File: config.mk
export PLATFORM = sky130hd
export DESIGN_NAME = alu_decode_q_flat
export DESIGN_NICKNAME = d
export VERILOG_FILES = /design/src/rtl/alu_decode_q_if.sv /design/src/rtl/alu_decode_q.sv /design/src/flat_wrapper.sv
export SDC_FILE = /design/constraint.sdc
export NUM_CORES = 1
export LEC_CHECK = 0
export CORE_AREA = 2 2 133 135
export CTS_CLUSTER_SIZE = 10
export DETAILED_ROUTE_END_ITERATION = 16
export DIE_AREA = 0 0 135 137
export PLACE_DENSITY = 0.67
export SYNTH_ARGS = -nofsm -noshare
export SYNTH_HDL_FRONTEND = slang
export SYNTH_SLANG_ARGS = --single-unit
File: constraint.sdc
create_clock -name clk -period 12.55 [get_ports clk]
set_clock_uncertainty 0.2 [all_clocks]
set_input_delay 3.765 -clock clk [delete_from_list [all_inputs] [get_ports clk]]
set_output_delay 3.765 -clock clk [all_outputs]
set_load 0.01 [all_outputs]
File: src/rtl/alu_decode_q_if.sv
// Handshake bundle for alu_decode_q: instruction stream in, decoded stream out.
// master = producer/consumer side, slave = the decode queue.
interface alu_decode_q_if #(
   parameter int CTRL_W = 8,
   parameter int PC_W   = 32,
   parameter int DEPTH  = 2
);
   localparam int CW = $clog2(DEPTH) + 1;

   logic              in_valid;
   logic              in_ready;
   logic [31:0]       in_instr;
   logic [PC_W-1:0]   in_pc;
   logic              out_valid;
   logic              out_ready;
   logic [31:0]       out_instr;
   logic [PC_W-1:0]   out_pc;
   logic [CTRL_W-1:0] out_alucontrol;
   logic [2:0]        out_cls;
   logic              out_ri;
   logic [CW-1:0]     count;

   modport master (
      output in_valid, in_instr, in_pc, out_ready,
      input  in_ready, out_valid, out_instr, out_pc, out_alucontrol, out_cls, out_ri, count
   );

   modport slave (
      input  in_valid, in_instr, in_pc, out_ready,
      output in_ready, out_valid, out_instr, out_pc, out_alucontrol, out_cls, out_ri, count
   );
endinterface

File: src/rtl/alu_decode_q.sv
// Queued MIPS ALU decoder: combinational decode into a DEPTH-entry FIFO with PC.
// Define ALU_DECODE_Q_RI_EN to store and drive the reserved-instruction flag.
module alu_decode_q #(
   parameter int CTRL_W = 8,
   parameter int PC_W   = 32,
   parameter int DEPTH  = 2
) (
   input  logic           clk,
   input  logic           rst,
   input  logic           flush,
   alu_decode_q_if.slave  bus
);
   localparam int AW = $clog2(DEPTH);
   localparam logic [AW:0] FULL_CNT = (AW+1)'(DEPTH);

   localparam logic [2:0] CLS_NONE = 3'd0, CLS_ALU = 3'd1, CLS_HILO = 3'd2, CLS_BR = 3'd3,
                          CLS_LD = 3'd4, CLS_ST = 3'd5, CLS_PRIV = 3'd6, CLS_TRAP = 3'd7;

   localparam logic [7:0]
      EXE_AND_OP  = 8'h24, EXE_OR_OP    = 8'h25, EXE_XOR_OP   = 8'h26, EXE_NOR_OP  = 8'h27,
      EXE_ANDI_OP = 8'h59, EXE_ORI_OP   = 8'h5A, EXE_XORI_OP  = 8'h5B, EXE_LUI_OP  = 8'h5C,
      EXE_SLL_OP  = 8'h7C, EXE_SLLV_OP  = 8'h04, EXE_SRL_OP   = 8'h02, EXE_SRLV_OP = 8'h06,
      EXE_SRA_OP  = 8'h03, EXE_SRAV_OP  = 8'h07,
      EXE_MFHI_OP = 8'h10, EXE_MTHI_OP  = 8'h11, EXE_MFLO_OP  = 8'h12, EXE_MTLO_OP = 8'h13,
      EXE_SLT_OP  = 8'h2A, EXE_SLTU_OP  = 8'h2B, EXE_SLTI_OP  = 8'h57, EXE_SLTIU_OP = 8'h58,
      EXE_ADD_OP  = 8'h20, EXE_ADDU_OP  = 8'h21, EXE_SUB_OP   = 8'h22, EXE_SUBU_OP = 8'h23,
      EXE_ADDI_OP = 8'h55, EXE_ADDIU_OP = 8'h56,
      EXE_MULT_OP = 8'h18, EXE_MULTU_OP = 8'h19, EXE_DIV_OP   = 8'h1A, EXE_DIVU_OP = 8'h1B,
      EXE_J_OP    = 8'h4F, EXE_JAL_OP   = 8'h50, EXE_JALR_OP  = 8'h09, EXE_JR_OP   = 8'h08,
      EXE_BEQ_OP  = 8'h51, EXE_BNE_OP   = 8'h52, EXE_BLEZ_OP  = 8'h53, EXE_BGTZ_OP = 8'h54,
      EXE_BLTZ_OP = 8'h40, EXE_BGEZ_OP  = 8'h41, EXE_BLTZAL_OP = 8'h4A, EXE_BGEZAL_OP = 8'h4B,
      EXE_LB_OP   = 8'hE0, EXE_LH_OP    = 8'hE1, EXE_LW_OP    = 8'hE3, EXE_LBU_OP  = 8'hE4,
      EXE_LHU_OP  = 8'hE5, EXE_SB_OP    = 8'hE8, EXE_SH_OP    = 8'hE9, EXE_SW_OP   = 8'hEB,
      EXE_SYSCALL_OP = 8'h0C, EXE_BREAK_OP = 8'h0D,
      EXE_ERET_OP = 8'h6B, EXE_MTC0_OP  = 8'h5D, EXE_MFC0_OP  = 8'h5E;

   logic [5:0] op, funct;
   logic [4:0] rs, rt;
   logic [7:0] dec_ctrl;
   logic [2:0] dec_cls;

   assign op    = bus.in_instr[31:26];
   assign rs    = bus.in_instr[25:21];
   assign rt    = bus.in_instr[20:16];
   assign funct = bus.in_instr[5:0];

   // Every recognised instruction has a non-zero class, so cls == 0 doubles as "unmatched".
   always_comb begin
      dec_ctrl = '0;
      dec_cls  = CLS_NONE;
      case (op)
         6'h00: case (funct)
            6'h00: {dec_ctrl, dec_cls} = {EXE_SLL_OP,  CLS_ALU};
            6'h02: {dec_ctrl, dec_cls} = {EXE_SRL_OP,  CLS_ALU};
            6'h03: {dec_ctrl, dec_cls} = {EXE_SRA_OP,  CLS_ALU};
            6'h04: {dec_ctrl, dec_cls} = {EXE_SLLV_OP, CLS_ALU};
            6'h06: {dec_ctrl, dec_cls} = {EXE_SRLV_OP, CLS_ALU};
            6'h07: {dec_ctrl, dec_cls} = {EXE_SRAV_OP, CLS_ALU};
            6'h08: {dec_ctrl, dec_cls} = {EXE_JR_OP,   CLS_BR};
            6'h09: {dec_ctrl, dec_cls} = {EXE_JALR_OP, CLS_BR};
            6'h0C: {dec_ctrl, dec_cls} = {EXE_SYSCALL_OP, CLS_TRAP};
            6'h0D: {dec_ctrl, dec_cls} = {EXE_BREAK_OP,   CLS_TRAP};
            6'h10: {dec_ctrl, dec_cls} = {EXE_MFHI_OP, CLS_HILO};
            6'h11: {dec_ctrl, dec_cls} = {EXE_MTHI_OP, CLS_HILO};
            6'h12: {dec_ctrl, dec_cls} = {EXE_MFLO_OP, CLS_HILO};
            6'h13: {dec_ctrl, dec_cls} = {EXE_MTLO_OP, CLS_HILO};
            6'h18: {dec_ctrl, dec_cls} = {EXE_MULT_OP, CLS_HILO};
            6'h19: {dec_ctrl, dec_cls} = {EXE_MULTU_OP, CLS_HILO};
            6'h1A: {dec_ctrl, dec_cls} = {EXE_DIV_OP,  CLS_HILO};
            6'h1B: {dec_ctrl, dec_cls} = {EXE_DIVU_OP, CLS_HILO};
            6'h20: {dec_ctrl, dec_cls} = {EXE_ADD_OP,  CLS_ALU};
            6'h21: {dec_ctrl, dec_cls} = {EXE_ADDU_OP, CLS_ALU};
            6'h22: {dec_ctrl, dec_cls} = {EXE_SUB_OP,  CLS_ALU};
            6'h23: {dec_ctrl, dec_cls} = {EXE_SUBU_OP, CLS_ALU};
            6'h24: {dec_ctrl, dec_cls} = {EXE_AND_OP,  CLS_ALU};
            6'h25: {dec_ctrl, dec_cls} = {EXE_OR_OP,   CLS_ALU};
            6'h26: {dec_ctrl, dec_cls} = {EXE_XOR_OP,  CLS_ALU};
            6'h27: {dec_ctrl, dec_cls} = {EXE_NOR_OP,  CLS_ALU};
            6'h2A: {dec_ctrl, dec_cls} = {EXE_SLT_OP,  CLS_ALU};
            6'h2B: {dec_ctrl, dec_cls} = {EXE_SLTU_OP, CLS_ALU};
            default: ;
         endcase
         6'h01: case (rt)
            5'h00: {dec_ctrl, dec_cls} = {EXE_BLTZ_OP,   CLS_BR};
            5'h01: {dec_ctrl, dec_cls} = {EXE_BGEZ_OP,   CLS_BR};
            5'h10: {dec_ctrl, dec_cls} = {EXE_BLTZAL_OP, CLS_BR};
            5'h11: {dec_ctrl, dec_cls} = {EXE_BGEZAL_OP, CLS_BR};
            default: ;
         endcase
         6'h02: {dec_ctrl, dec_cls} = {EXE_J_OP,    CLS_BR};
         6'h03: {dec_ctrl, dec_cls} = {EXE_JAL_OP,  CLS_BR};
         6'h04: {dec_ctrl, dec_cls} = {EXE_BEQ_OP,  CLS_BR};
         6'h05: {dec_ctrl, dec_cls} = {EXE_BNE_OP,  CLS_BR};
         6'h06: {dec_ctrl, dec_cls} = {EXE_BLEZ_OP, CLS_BR};
         6'h07: {dec_ctrl, dec_cls} = {EXE_BGTZ_OP, CLS_BR};
         6'h08: {dec_ctrl, dec_cls} = {EXE_ADDI_OP,  CLS_ALU};
         6'h09: {dec_ctrl, dec_cls} = {EXE_ADDIU_OP, CLS_ALU};
         6'h0A: {dec_ctrl, dec_cls} = {EXE_SLTI_OP,  CLS_ALU};
         6'h0B: {dec_ctrl, dec_cls} = {EXE_SLTIU_OP, CLS_ALU};
         6'h0C: {dec_ctrl, dec_cls} = {EXE_ANDI_OP,  CLS_ALU};
         6'h0D: {dec_ctrl, dec_cls} = {EXE_ORI_OP,   CLS_ALU};
         6'h0E: {dec_ctrl, dec_cls} = {EXE_XORI_OP,  CLS_ALU};
         6'h0F: {dec_ctrl, dec_cls} = {EXE_LUI_OP,   CLS_ALU};
         6'h10: begin
            if (bus.in_instr == 32'h4200_0018) {dec_ctrl, dec_cls} = {EXE_ERET_OP, CLS_PRIV};
            else if (rs == 5'b00100)           {dec_ctrl, dec_cls} = {EXE_MTC0_OP, CLS_PRIV};
            else if (rs == 5'b00000)           {dec_ctrl, dec_cls} = {EXE_MFC0_OP, CLS_PRIV};
         end
         6'h20: {dec_ctrl, dec_cls} = {EXE_LB_OP,  CLS_LD};
         6'h21: {dec_ctrl, dec_cls} = {EXE_LH_OP,  CLS_LD};
         6'h23: {dec_ctrl, dec_cls} = {EXE_LW_OP,  CLS_LD};
         6'h24: {dec_ctrl, dec_cls} = {EXE_LBU_OP, CLS_LD};
         6'h25: {dec_ctrl, dec_cls} = {EXE_LHU_OP, CLS_LD};
         6'h28: {dec_ctrl, dec_cls} = {EXE_SB_OP,  CLS_ST};
         6'h29: {dec_ctrl, dec_cls} = {EXE_SH_OP,  CLS_ST};
         6'h2B: {dec_ctrl, dec_cls} = {EXE_SW_OP,  CLS_ST};
         default: ;
      endcase
   end

   logic [31:0]     mem_instr [DEPTH];
   logic [PC_W-1:0] mem_pc    [DEPTH];
   logic [7:0]      mem_ctrl  [DEPTH];
   logic [2:0]      mem_cls   [DEPTH];
   logic [AW-1:0]   wr_ptr, rd_ptr;
   logic [AW:0]     count;
   logic            in_ready, out_valid, push, pop;

   assign in_ready  = (count != FULL_CNT);
   assign out_valid = (count != '0);
   assign push      = bus.in_valid & in_ready & ~flush;
   assign pop       = out_valid & bus.out_ready & ~flush;

   always_ff @(posedge clk) begin
      if (rst || flush) begin
         wr_ptr <= '0;
         rd_ptr <= '0;
         count  <= '0;
      end else begin
         if (push) begin
            mem_instr[wr_ptr] <= bus.in_instr;
            mem_pc[wr_ptr]    <= bus.in_pc;
            mem_ctrl[wr_ptr]  <= dec_ctrl;
            mem_cls[wr_ptr]   <= dec_cls;
            wr_ptr            <= wr_ptr + 1'b1;
         end
         if (pop) rd_ptr <= rd_ptr + 1'b1;
         case ({push, pop})
            2'b10:   count <= count + 1'b1;
            2'b01:   count <= count - 1'b1;
            default: ;
         endcase
      end
   end

`ifdef ALU_DECODE_Q_RI_EN
   logic mem_ri [DEPTH];

   always_ff @(posedge clk) begin
      if (push) mem_ri[wr_ptr] <= (dec_cls == CLS_NONE);
   end

   assign bus.out_ri = out_valid ? mem_ri[rd_ptr] : 1'b0;
`else
   assign bus.out_ri = 1'b0;
`endif

   // Data is masked to zero whenever the queue is empty, so stale slots never leak out.
   assign bus.in_ready       = in_ready;
   assign bus.out_valid      = out_valid;
   assign bus.count          = count;
   assign bus.out_instr      = out_valid ? mem_instr[rd_ptr] : '0;
   assign bus.out_pc         = out_valid ? mem_pc[rd_ptr] : '0;
   assign bus.out_alucontrol = out_valid ? CTRL_W'(mem_ctrl[rd_ptr]) : '0;
   assign bus.out_cls        = out_valid ? mem_cls[rd_ptr] : 3'd0;
endmodule

File: src/flat_wrapper.sv
// flat-port wrapper written by rule: the top's interface ports become plain ports
module alu_decode_q_flat 
#(
   parameter int CTRL_W = 8,
   parameter int PC_W   = 32,
   parameter int DEPTH  = 2
)
  (clk, rst, flush, bus_in_valid, bus_in_instr, bus_in_pc, bus_out_ready, bus_in_ready, bus_out_valid, bus_out_instr, bus_out_pc, bus_out_alucontrol, bus_out_cls, bus_out_ri, bus_count);
  alu_decode_q_if #(.CTRL_W(CTRL_W), .PC_W(PC_W), .DEPTH(DEPTH)) bus_i ();
  input  logic clk;
  input  logic rst;
  input  logic flush;
  input wire logic [$bits(bus_i.in_valid)-1:0] bus_in_valid;
  input wire logic [$bits(bus_i.in_instr)-1:0] bus_in_instr;
  input wire logic [$bits(bus_i.in_pc)-1:0] bus_in_pc;
  input wire logic [$bits(bus_i.out_ready)-1:0] bus_out_ready;
  output wire logic [$bits(bus_i.in_ready)-1:0] bus_in_ready;
  output wire logic [$bits(bus_i.out_valid)-1:0] bus_out_valid;
  output wire logic [$bits(bus_i.out_instr)-1:0] bus_out_instr;
  output wire logic [$bits(bus_i.out_pc)-1:0] bus_out_pc;
  output wire logic [$bits(bus_i.out_alucontrol)-1:0] bus_out_alucontrol;
  output wire logic [$bits(bus_i.out_cls)-1:0] bus_out_cls;
  output wire logic [$bits(bus_i.out_ri)-1:0] bus_out_ri;
  output wire logic [$bits(bus_i.count)-1:0] bus_count;
  assign bus_i.in_valid = bus_in_valid;
  assign bus_i.in_instr = bus_in_instr;
  assign bus_i.in_pc = bus_in_pc;
  assign bus_i.out_ready = bus_out_ready;
  assign bus_in_ready = bus_i.in_ready;
  assign bus_out_valid = bus_i.out_valid;
  assign bus_out_instr = bus_i.out_instr;
  assign bus_out_pc = bus_i.out_pc;
  assign bus_out_alucontrol = bus_i.out_alucontrol;
  assign bus_out_cls = bus_i.out_cls;
  assign bus_out_ri = bus_i.out_ri;
  assign bus_count = bus_i.count;
  alu_decode_q #(.CTRL_W(CTRL_W), .PC_W(PC_W), .DEPTH(DEPTH)) u_core (.clk(clk), .rst(rst), .flush(flush), .bus(bus_i));
endmodule
==> impl_results.html, run 1 <==
<table>
<tr><th>Metric</th><th>Value</th></tr>
<tr><th colspan="2">Global route</th></tr>
<tr><td>Maximum number of pins on one net before global-route repair</td><td>56</td></tr>
<tr><td>Antenna violations before repair</td><td>0</td></tr>
<tr><td>Overall overflow remaining after global route</td><td>0</td></tr>
<tr><td>Total Routing Usage GR</td><td>0.1617</td></tr>
<tr><td>Wire length of the first global-routing pass</td><td>22490 um</td></tr>
<tr><td>Via count of the first global-routing pass</td><td>4205</td></tr>
<tr><th colspan="2">Detailed routing</th></tr>
<tr><td>WL met3</td><td>621 um</td></tr>
<tr><td>Routed len/inst</td><td>17.25 um</td></tr>
<tr><td>Number of vias per cell</td><td>5.059</td></tr>
<tr><td>DR vias</td><td>4315</td></tr>
<tr><td>Routed met2 length</td><td>7218 um</td></tr>
<tr><td>Top layer reached by signal wires</td><td>met4</td></tr>
<tr><td>Post-route DRC</td><td>0</td></tr>
<tr><td>ANT nets after route</td><td>0</td></tr>
<tr><td>Routed wire length</td><td>14710 um</td></tr>
<tr><td>Detailed Route Iter0 Violations</td><td>282</td></tr>
<tr><td>Post-route met1 wirelength</td><td>6591 um</td></tr>
<tr><td>First-pass DRT Iterations</td><td>4</td></tr>
<tr><th colspan="2">Synth</th></tr>
<tr><td>Post-Syn Nets</td><td>545</td></tr>
<tr><td>XOR/XNOR Fraction of Synth Area</td><td>0.01040</td></tr>
<tr><td>Synthesized instance count</td><td>475</td></tr>
<tr><td>Synth Warn #</td><td>0</td></tr>
<tr><td>Area fraction in compound gates after synthesis</td><td>0.04474</td></tr>
<tr><td>Syn avg cell area</td><td>14.19 um2</td></tr>
<tr><td>Share of synthesized registers carrying an async set or reset</td><td>0</td></tr>
<tr><td>Proportion of synthesized area in mux cells</td><td>0.1114</td></tr>
<tr><td>Fraction of the mapped netlist area in simple logic gates</td><td>0.1214</td></tr>
<tr><td>Area share of fa/ha/maj cells after synthesis</td><td>0.001856</td></tr>
<tr><td>Most used flip-flop cell after synthesis</td><td>edfxtp_1</td></tr>
<tr><td>Sequential-to-total area share from yosys stat</td><td>0.6831</td></tr>
<tr><td>Library cells used by synthesis</td><td>60</td></tr>
<tr><td>Post-synthesis instance area</td><td>6740 um2</td></tr>
<tr><td>Number of flip-flops and latches in the synthesized netlist</td><td>155</td></tr>
<tr><td>Number of enable flip-flop cells after synthesis</td><td>150</td></tr>
<tr><td>Dominant combinational cell family by area after synthesis</td><td>simple AND/OR/NAND/NOR gates</td></tr>
<tr><th colspan="2">Finish</th></tr>
<tr><td>N_diodes</td><td>0</td></tr>
<tr><td>Proportion of layout cells with a drive suffix above 1</td><td>0.08439</td></tr>
<tr><td>Final-stage net count</td><td>685</td></tr>
<tr><td>Synth-to-Final Area Change</td><td>33.75%</td></tr>
<tr><td>Leading cell type in the layout, fill and taps excluded</td><td>edfxtp_1</td></tr>
<tr><td>Commonest cells after routing, fill and taps aside</td><td>edfxtp_1, clkdlybuf4s50_1, nor2_1</td></tr>
<tr><th colspan="2">Worst setup path</th></tr>
<tr><td>CP Data Required Time</td><td>8.59 ns</td></tr>
<tr><td>WP buf/inv</td><td>2</td></tr>
<tr><td>Crit end category</td><td>output port</td></tr>
<tr><td>Worst path top cell family by delay</td><td>buffers and inverters</td></tr>
<tr><td>Largest stage delay, worst path</td><td>0.73 ns</td></tr>
<tr><td>Critical path class</td><td>reg -&gt; out</td></tr>
<tr><td>Cell Chain, Critical Path</td><td>buf_4 &gt; mux2i_1 &gt; nor2_1 &gt; clkdlybuf4s50_1</td></tr>
<tr><td>Highest fanout seen on the critical path</td><td>44</td></tr>
<tr><td>Type of element launching the critical path</td><td>flip-flop</td></tr>
<tr><td>Arr. time, crit path</td><td>2.86 ns</td></tr>
<tr><td>Cell type of the slowest stage on the worst timing path</td><td>dfxtp_4</td></tr>
<tr><th colspan="2">Clock tree</th></tr>
<tr><td>Hold buffers post-CTS</td><td>0</td></tr>
<tr><td>Number of buffers between clock root and the deepest sink</td><td>2</td></tr>
<tr><td>Quantity of gates resized following cts</td><td>0</td></tr>
<tr><td>Clock tree from TritonCTS</td><td>built</td></tr>
<tr><td>CTS root buffer</td><td>clkbuf_16</td></tr>
<tr><td>H-tree Lvls</td><td>4</td></tr>
<tr><td>Number of buffers created by CTS</td><td>17</td></tr>
<tr><td>CTS sink count</td><td>155</td></tr>
<tr><td>Buffers inserted by post-CTS timing repair</td><td>0</td></tr>
<tr><td>Clock transition at the register clock pins on the worst setup and hold paths after CTS</td><td>0.06 ns</td></tr>
<tr><td>Clock Latency Late Sink</td><td>0.42 ns</td></tr>
<tr><th colspan="2">Run status</th></tr>
<tr><td>Status</td><td>completed</td></tr>
<tr><th colspan="2">Placement</th></tr>
<tr><td>Number of port buffers</td><td>147</td></tr>
<tr><td>Gp weighted congestion</td><td>0.8826</td></tr>
<tr><td>Half-perimeter wire length after placement</td><td>9600 um</td></tr>
<tr><th colspan="2">Floorplan</th></tr>
<tr><td>Die Area</td><td>18500 um2</td></tr>
<tr><td>Die Wd</td><td>135 um</td></tr>
<tr><td>Die outline height</td><td>137 um</td></tr>
<tr><td>Number of I/O pins</td><td>149</td></tr>
<tr><td>Initial core utilization</td><td>0.3952</td></tr>
<tr><td>Area inside the core boundary</td><td>17060 um2</td></tr>
<tr><td>Number of placement rows</td><td>48</td></tr>
<tr><th colspan="2">Power</th></tr>
<tr><td>Maximum resistive drop on vdd</td><td>0.00008779 V</td></tr>
<tr><td>Power density cells</td><td>132.4 nW/um2</td></tr>
<tr><td>Sum of internal, switching and leakage power</td><td>1.193 mW</td></tr>
<tr><td>Leakage power summed over all cells</td><td>2.847 nW</td></tr>
<tr><th colspan="2">STA</th></tr>
<tr><td>Upper clock frequency limit</td><td>146.5 MHz</td></tr>
<tr><td>Setup_tns</td><td>0 ns</td></tr>
<tr><td>Final hold violations</td><td>0</td></tr>
<tr><td>Period utilisation layout</td><td>0.5441</td></tr>
<tr><td>Unrepaired setup endpoints after global routing</td><td>no</td></tr>
<tr><td>Number of slew-limit violations in the final report</td><td>0</td></tr>
<tr><td>Final setup fails</td><td>0</td></tr>
<tr><td>Transition time at the pin with the least slew margin</td><td>0.7928 ns</td></tr>
<tr><td>Relative slew slack</td><td>0.4715</td></tr>
<tr><td>Min Tclk post-route</td><td>6.828 ns</td></tr>
<tr><th colspan="2">Min path</th></tr>
<tr><td>Path class of the lowest-slack min-delay path</td><td>reg -&gt; reg</td></tr>
<tr><th colspan="2">Run</th></tr>
<tr><td>Number of max-cap violations</td><td>0</td></tr>
</table>
==> cells by family after synthesis <==
logic type,count (synthesis)
buffers and inverters,38
xor gates and xnor gates,8
AOI/OAI and AO/OA,39
other,1
DFF,155
and+or+nand+nor,158
adders and majority gates,1
muxes,75
==> flip-flops by register name, summed over array words and instances (netlist names), named ones only <==
register	flops
u_core.mem_cls	6
u_core.bus.count	2
u_core.rd_ptr	1
u_core.mem_pc	64
u_core.mem_ctrl	16
u_core.mem_instr	64
u_core.wr_ptr	1
==> path summary, 6_finish.rpt <==
check / slack, ns / startpoint / depth (start not counted) / to
max: 5.72 / flip-flop / 4 / bus_out_alucontrol[2]
min: 0.37 / u_core.rd_ptr / 2 / u_core.rd_ptr
max reg2reg: 10.13 / u_core.bus.count[0] / 4 / u_core.mem_instr[1][18]
min reg2reg: 0.37 / u_core.rd_ptr / 2 / u_core.rd_ptr
==> worst register-to-register path: cells and delay by family, from the launching register on <==
kind                   cells  cell delay (ns)
AND/OR/NAND/NOR            3             0.74
buffers and inverters      1             0.61
flip-flops                 1             0.46
==> routing by layer <==
layer | GRT usage | vias up
met1 | 0.2070 | 2112
met5 | 0 | -
met2 | 0.2648 | 123
met4 | 0.06829 | 0
li1 | - | 2064
met3 | 0.03852 | 16
==> synth_stat cells (all sizes together) (2+ instances only) <==
cell    instances  area share
mux2i          75        0.11
dfxtp           5       0.015
o221ai          3      0.0048
clkbuf         10      0.0056
edfxtp        150        0.67
or2             3      0.0028
or3             4      0.0037
and4            2      0.0026
a31oi           2      0.0019
nand3           5      0.0045
and3            2      0.0019
nand4           7      0.0065
buf            22       0.018
nor2           88       0.049
a21boi          2      0.0022
nor3            9      0.0084
xor2            5      0.0065
inv             6      0.0033
o21ai           6      0.0050
nand2b          5      0.0046
nor4b           4      0.0061
nor2b           5      0.0046
xnor2           3      0.0039
nand4b          2      0.0035
nor4            5      0.0069
nand2           7      0.0039
o211ai          8      0.0097
nand3b          4      0.0045
a21oi           7      0.0052
==> final cells by class <==
class,count,area (um2)
clock buffers,18,429.2
clock inverters,14,171.4
fillers,1446,8041
inverters,6,22.52
multi-input cells,282,1986
flip-flops and latches,155,4608
well taps,225,281.5
repair buffers,153,1516
==> power breakdown <==
part	internal, mW	total, mW	switching, mW
combinational	0.0459	0.0932	0.0473
clock	0.313	0.518	0.205
sequential	0.579	0.582	0.00326
==> metrics by stage <==
step                      instance area, um2  setup slack, ns  hold WS, ns  instances    util
after floorplan                         6746           0.4897       0.3200        475       -
after global placement                  8414            6.146       0.3461        821  0.4933
after detailed placement                8414            6.117       0.3575        821  0.4933
after CTS                               9015            5.635       0.3745        853  0.5285
after global routing                    9015            5.557       0.4145        853  0.5285
final                                   9015            5.722       0.3677        853  0.5285
No activity file was read; power rests on OpenSTA's default activity.
==> run 2, diff against run 1 <==
==> constraint.sdc (replaced) <==
create_clock -name clk -period 5.75 [get_ports clk]
set_clock_uncertainty 0.2 [all_clocks]
set_input_delay 1.725 -clock clk [delete_from_list [all_inputs] [get_ports clk]]
set_output_delay 1.725 -clock clk [all_outputs]
set_load 0.01 [all_outputs]
==> run 2 against run 1 <==
Effect of this change: cell count did not move; combinational power rose by 120%; cell area fell by 0.56%; worst hold slack improved by 0.025 ns; clock-buffer cell count did not move; clock power rose by 95%; non-clock buffer count did not move; register-to-register slack got worse by 6.9 ns; sequential share of layout area rose by 0.29 points; sequential power rose by 120%; critical path depth did not move; critical path type unchanged; largest power group unchanged; highest routed layer unchanged.
==> impl_results.html, run 2 (synthesized netlist as in run 1, its figures left out) <==
<table>
<tr><th>Metric</th><th>Value</th></tr>
<tr><th colspan="2">Run</th></tr>
<tr><td>Number of max-cap violations</td><td>0</td></tr>
<tr><th colspan="2">Detailed routing</th></tr>
<tr><td>Detailed Route Iter0 Violations</td><td>394</td></tr>
<tr><td>WL met3</td><td>541 um</td></tr>
<tr><td>Routed wire length</td><td>14540 um</td></tr>
<tr><td>Top layer reached by signal wires</td><td>met4</td></tr>
<tr><td>ANT nets after route</td><td>0</td></tr>
<tr><td>Post-route DRC</td><td>0</td></tr>
<tr><td>DR vias</td><td>4258</td></tr>
<tr><td>Number of vias per cell</td><td>4.992</td></tr>
<tr><td>Routed len/inst</td><td>17.05 um</td></tr>
<tr><td>Post-route met1 wirelength</td><td>6573 um</td></tr>
<tr><td>First-pass DRT Iterations</td><td>5</td></tr>
<tr><td>Routed met2 length</td><td>7332 um</td></tr>
<tr><th colspan="2">Placement</th></tr>
<tr><td>Number of port buffers</td><td>147</td></tr>
<tr><td>Placed Cells</td><td>821</td></tr>
<tr><td>Half-perimeter wire length after placement</td><td>9612 um</td></tr>
<tr><td>Gp weighted congestion</td><td>0.8081</td></tr>
<tr><th colspan="2">Floorplan</th></tr>
<tr><td>Number of I/O pins</td><td>149</td></tr>
<tr><td>Die Area</td><td>18500 um2</td></tr>
<tr><td>Die outline height</td><td>137 um</td></tr>
<tr><td>Die Wd</td><td>135 um</td></tr>
<tr><td>Number of placement rows</td><td>48</td></tr>
<tr><td>Area inside the core boundary</td><td>17060 um2</td></tr>
<tr><td>Initial core utilization</td><td>0.3952</td></tr>
<tr><th colspan="2">Finish</th></tr>
<tr><td>Final-stage net count</td><td>685</td></tr>
<tr><td>Registers with the highest flip-flop counts</td><td>u_core.mem_instr: 64 flops, u_core.mem_pc: 64 flops, u_core.mem_ctrl: 16 flops</td></tr>
<tr><td>Synth-to-Final Area Change</td><td>33.01%</td></tr>
<tr><td>Commonest cells after routing, fill and taps aside</td><td>edfxtp_1, clkdlybuf4s50_1, nor2_1</td></tr>
<tr><td>Filler instances</td><td>1477</td></tr>
<tr><td>N_diodes</td><td>0</td></tr>
<tr><td>Final std cells w/o fill</td><td>853</td></tr>
<tr><td>Post-route core utilization</td><td>0.5256</td></tr>
<tr><td>Leading cell type in the layout, fill and taps excluded</td><td>edfxtp_1</td></tr>
<tr><td>Proportion of layout cells with a drive suffix above 1</td><td>0.08599</td></tr>
<tr><th colspan="2">Clock tree</th></tr>
<tr><td>Hold buffers post-CTS</td><td>0</td></tr>
<tr><td>Clock Latency Late Sink</td><td>0.41 ns</td></tr>
<tr><td>Buffers inserted by post-CTS timing repair</td><td>0</td></tr>
<tr><td>Clock transition at the register clock pins on the worst setup and hold paths after CTS</td><td>0.06 ns</td></tr>
<tr><td>Number of buffers created by CTS</td><td>17</td></tr>
<tr><td>Quantity of gates resized following cts</td><td>0</td></tr>
<tr><td>Clock tree from TritonCTS</td><td>built</td></tr>
<tr><td>CTS root buffer</td><td>clkbuf_16</td></tr>
<tr><td>H-tree Lvls</td><td>4</td></tr>
<tr><td>Number of buffers between clock root and the deepest sink</td><td>2</td></tr>
<tr><td>CTS sink count</td><td>155</td></tr>
<tr><th colspan="2">Power</th></tr>
<tr><td>Portion of total power attributed to combinational logic</td><td>0.082</td></tr>
<tr><td>Sequential Power Share</td><td>0.512</td></tr>
<tr><td>Reported net switching power</td><td>0.5623 mW</td></tr>
<tr><td>Net Sw Frac</td><td>0.2263</td></tr>
<tr><td>Sum of internal, switching and leakage power</td><td>2.485 mW</td></tr>
<tr><td>Maximum resistive drop on vdd</td><td>0.0001991 V</td></tr>
<tr><td>Power density cells</td><td>277.2 nW/um2</td></tr>
<tr><td>Leakage power summed over all cells</td><td>2.809 nW</td></tr>
<tr><td>Relative contribution of the clock network to total power</td><td>0.407</td></tr>
<tr><td>Int Pwr</td><td>1.923 mW</td></tr>
<tr><th colspan="2">Worst setup path</th></tr>
<tr><td>Critical path class</td><td>reg -&gt; out</td></tr>
<tr><td>Cell depth of the worst setup path</td><td>4</td></tr>
<tr><td>Cell Chain, Critical Path</td><td>buf_4 &gt; mux2i_1 &gt; nor2_1 &gt; clkdlybuf4s50_1</td></tr>
<tr><td>Cell type of the slowest stage on the worst timing path</td><td>dfxtp_4</td></tr>
<tr><td>Arr. time, crit path</td><td>2.54 ns</td></tr>
<tr><td>WP buf/inv</td><td>2</td></tr>
<tr><td>CP Data Required Time</td><td>3.83 ns</td></tr>
<tr><td>Worst path top cell family by delay</td><td>buffers and inverters</td></tr>
<tr><td>Worst r2r path cells</td><td>4</td></tr>
<tr><td>Worst-case register-to-register setup slack</td><td>3.21 ns</td></tr>
<tr><td>Crit end category</td><td>output port</td></tr>
<tr><td>Largest stage delay, worst path</td><td>0.85 ns</td></tr>
<tr><td>Type of element launching the critical path</td><td>flip-flop</td></tr>
<tr><td>Highest fanout seen on the critical path</td><td>42</td></tr>
<tr><th colspan="2">STA</th></tr>
<tr><td>Final setup fails</td><td>0</td></tr>
<tr><td>Unrepaired setup endpoints after global routing</td><td>no</td></tr>
<tr><td>Period utilisation layout</td><td>0.7758</td></tr>
<tr><td>Upper clock frequency limit</td><td>224.2 MHz</td></tr>
<tr><td>Relative slew slack</td><td>0.2867</td></tr>
<tr><td>Worst-case hold slack</td><td>0.3923 ns</td></tr>
<tr><td>Setup_tns</td><td>0 ns</td></tr>
<tr><td>Final hold violations</td><td>0</td></tr>
<tr><td>Number of slew-limit violations in the final report</td><td>0</td></tr>
<tr><td>Transition time at the pin with the least slew margin</td><td>1.070 ns</td></tr>
<tr><td>Min Tclk post-route</td><td>4.461 ns</td></tr>
<tr><th colspan="2">Global route</th></tr>
<tr><td>Overall overflow remaining after global route</td><td>0</td></tr>
<tr><td>Maximum number of pins on one net before global-route repair</td><td>76</td></tr>
<tr><td>Wire length of the first global-routing pass</td><td>22450 um</td></tr>
<tr><td>Total Routing Usage GR</td><td>0.1602</td></tr>
<tr><td>Antenna violations before repair</td><td>0</td></tr>
<tr><td>Via count of the first global-routing pass</td><td>4246</td></tr>
<tr><th colspan="2">Run status</th></tr>
<tr><td>Status</td><td>completed</td></tr>
<tr><th colspan="2">Min path</th></tr>
<tr><td>Number of stages on the worst hold path</td><td>2</td></tr>
<tr><td>Path class of the lowest-slack min-delay path</td><td>reg -&gt; reg</td></tr>
</table>
run 2: changes by cell type in the layout (fill, tap and decap cells not counted), sizes merged:
| cell | change |
|---|---|
| inv | +4 |
| clkinvlp | +3 |
| clkinv | -4 |
| bufinv | -3 |
run 2: power groups by stage:
stage | Sequential, mW | Clock (mW) | Combinational (mW)
floorplan | 1.30 | 0 | 0.0923
global placement | 1.29 | 0 | 0.201
detailed placement | 1.30 | 0 | 0.204
CTS | 1.27 | 1.04 | 0.205
global route | 1.27 | 1.09 | 0.220
finish | 1.27 | 1.01 | 0.203
run 2: layout make-up:
type,count,area (um2),share of cell area
flip-flops and latches,155,4608,0.5140
multi-input cells,282,1994,0.2225
repair buffers,153,1516,0.1692
clock buffers,18,429.2,0.04787
well taps,225,281.5,0.03140
clock inverters,14,112.6,0.01256
inverters,6,22.52,0.002512
run 2: final timing paths:
kind                                     startpoint                       to
worst min register to register        u_core.rd_ptr            u_core.rd_ptr
worst min-delay path                  u_core.rd_ptr            u_core.rd_ptr
worst max-delay path                      flip-flop           bus_out_pc[25]
worst max register to register  u_core.bus.count[0]  u_core.mem_instr[1][21]
run 2: tightest hold or removal path, cell delays in order (launching register included):
cell and delay [ns]:
dfxtp_1 0.33, xor2_1 0.08, nor3_1 0.13
run 2: routing by layer:
metal / vias to the layer above / global-route usage
met2: 113 / 0.2699
met3: 7 / 0.03222
met4: 0 / 0.05613
li1: 2067 / -
met5: - / 0
met1: 2071 / 0.2072
run 2: stage by stage:
| stage | worst slack, ns | area (um2) |
|---|---|---|
| 3_3_place_gp | 1.464 | 8423 |
| 2_1_floorplan | -1.088 | 6753 |
| 4_1_cts | 1.224 | 8965 |
| 3_5_place_dp | 1.481 | 8423 |
| 5_1_grt | 1.125 | 8965 |
| 6_report | 1.289 | 8965 |
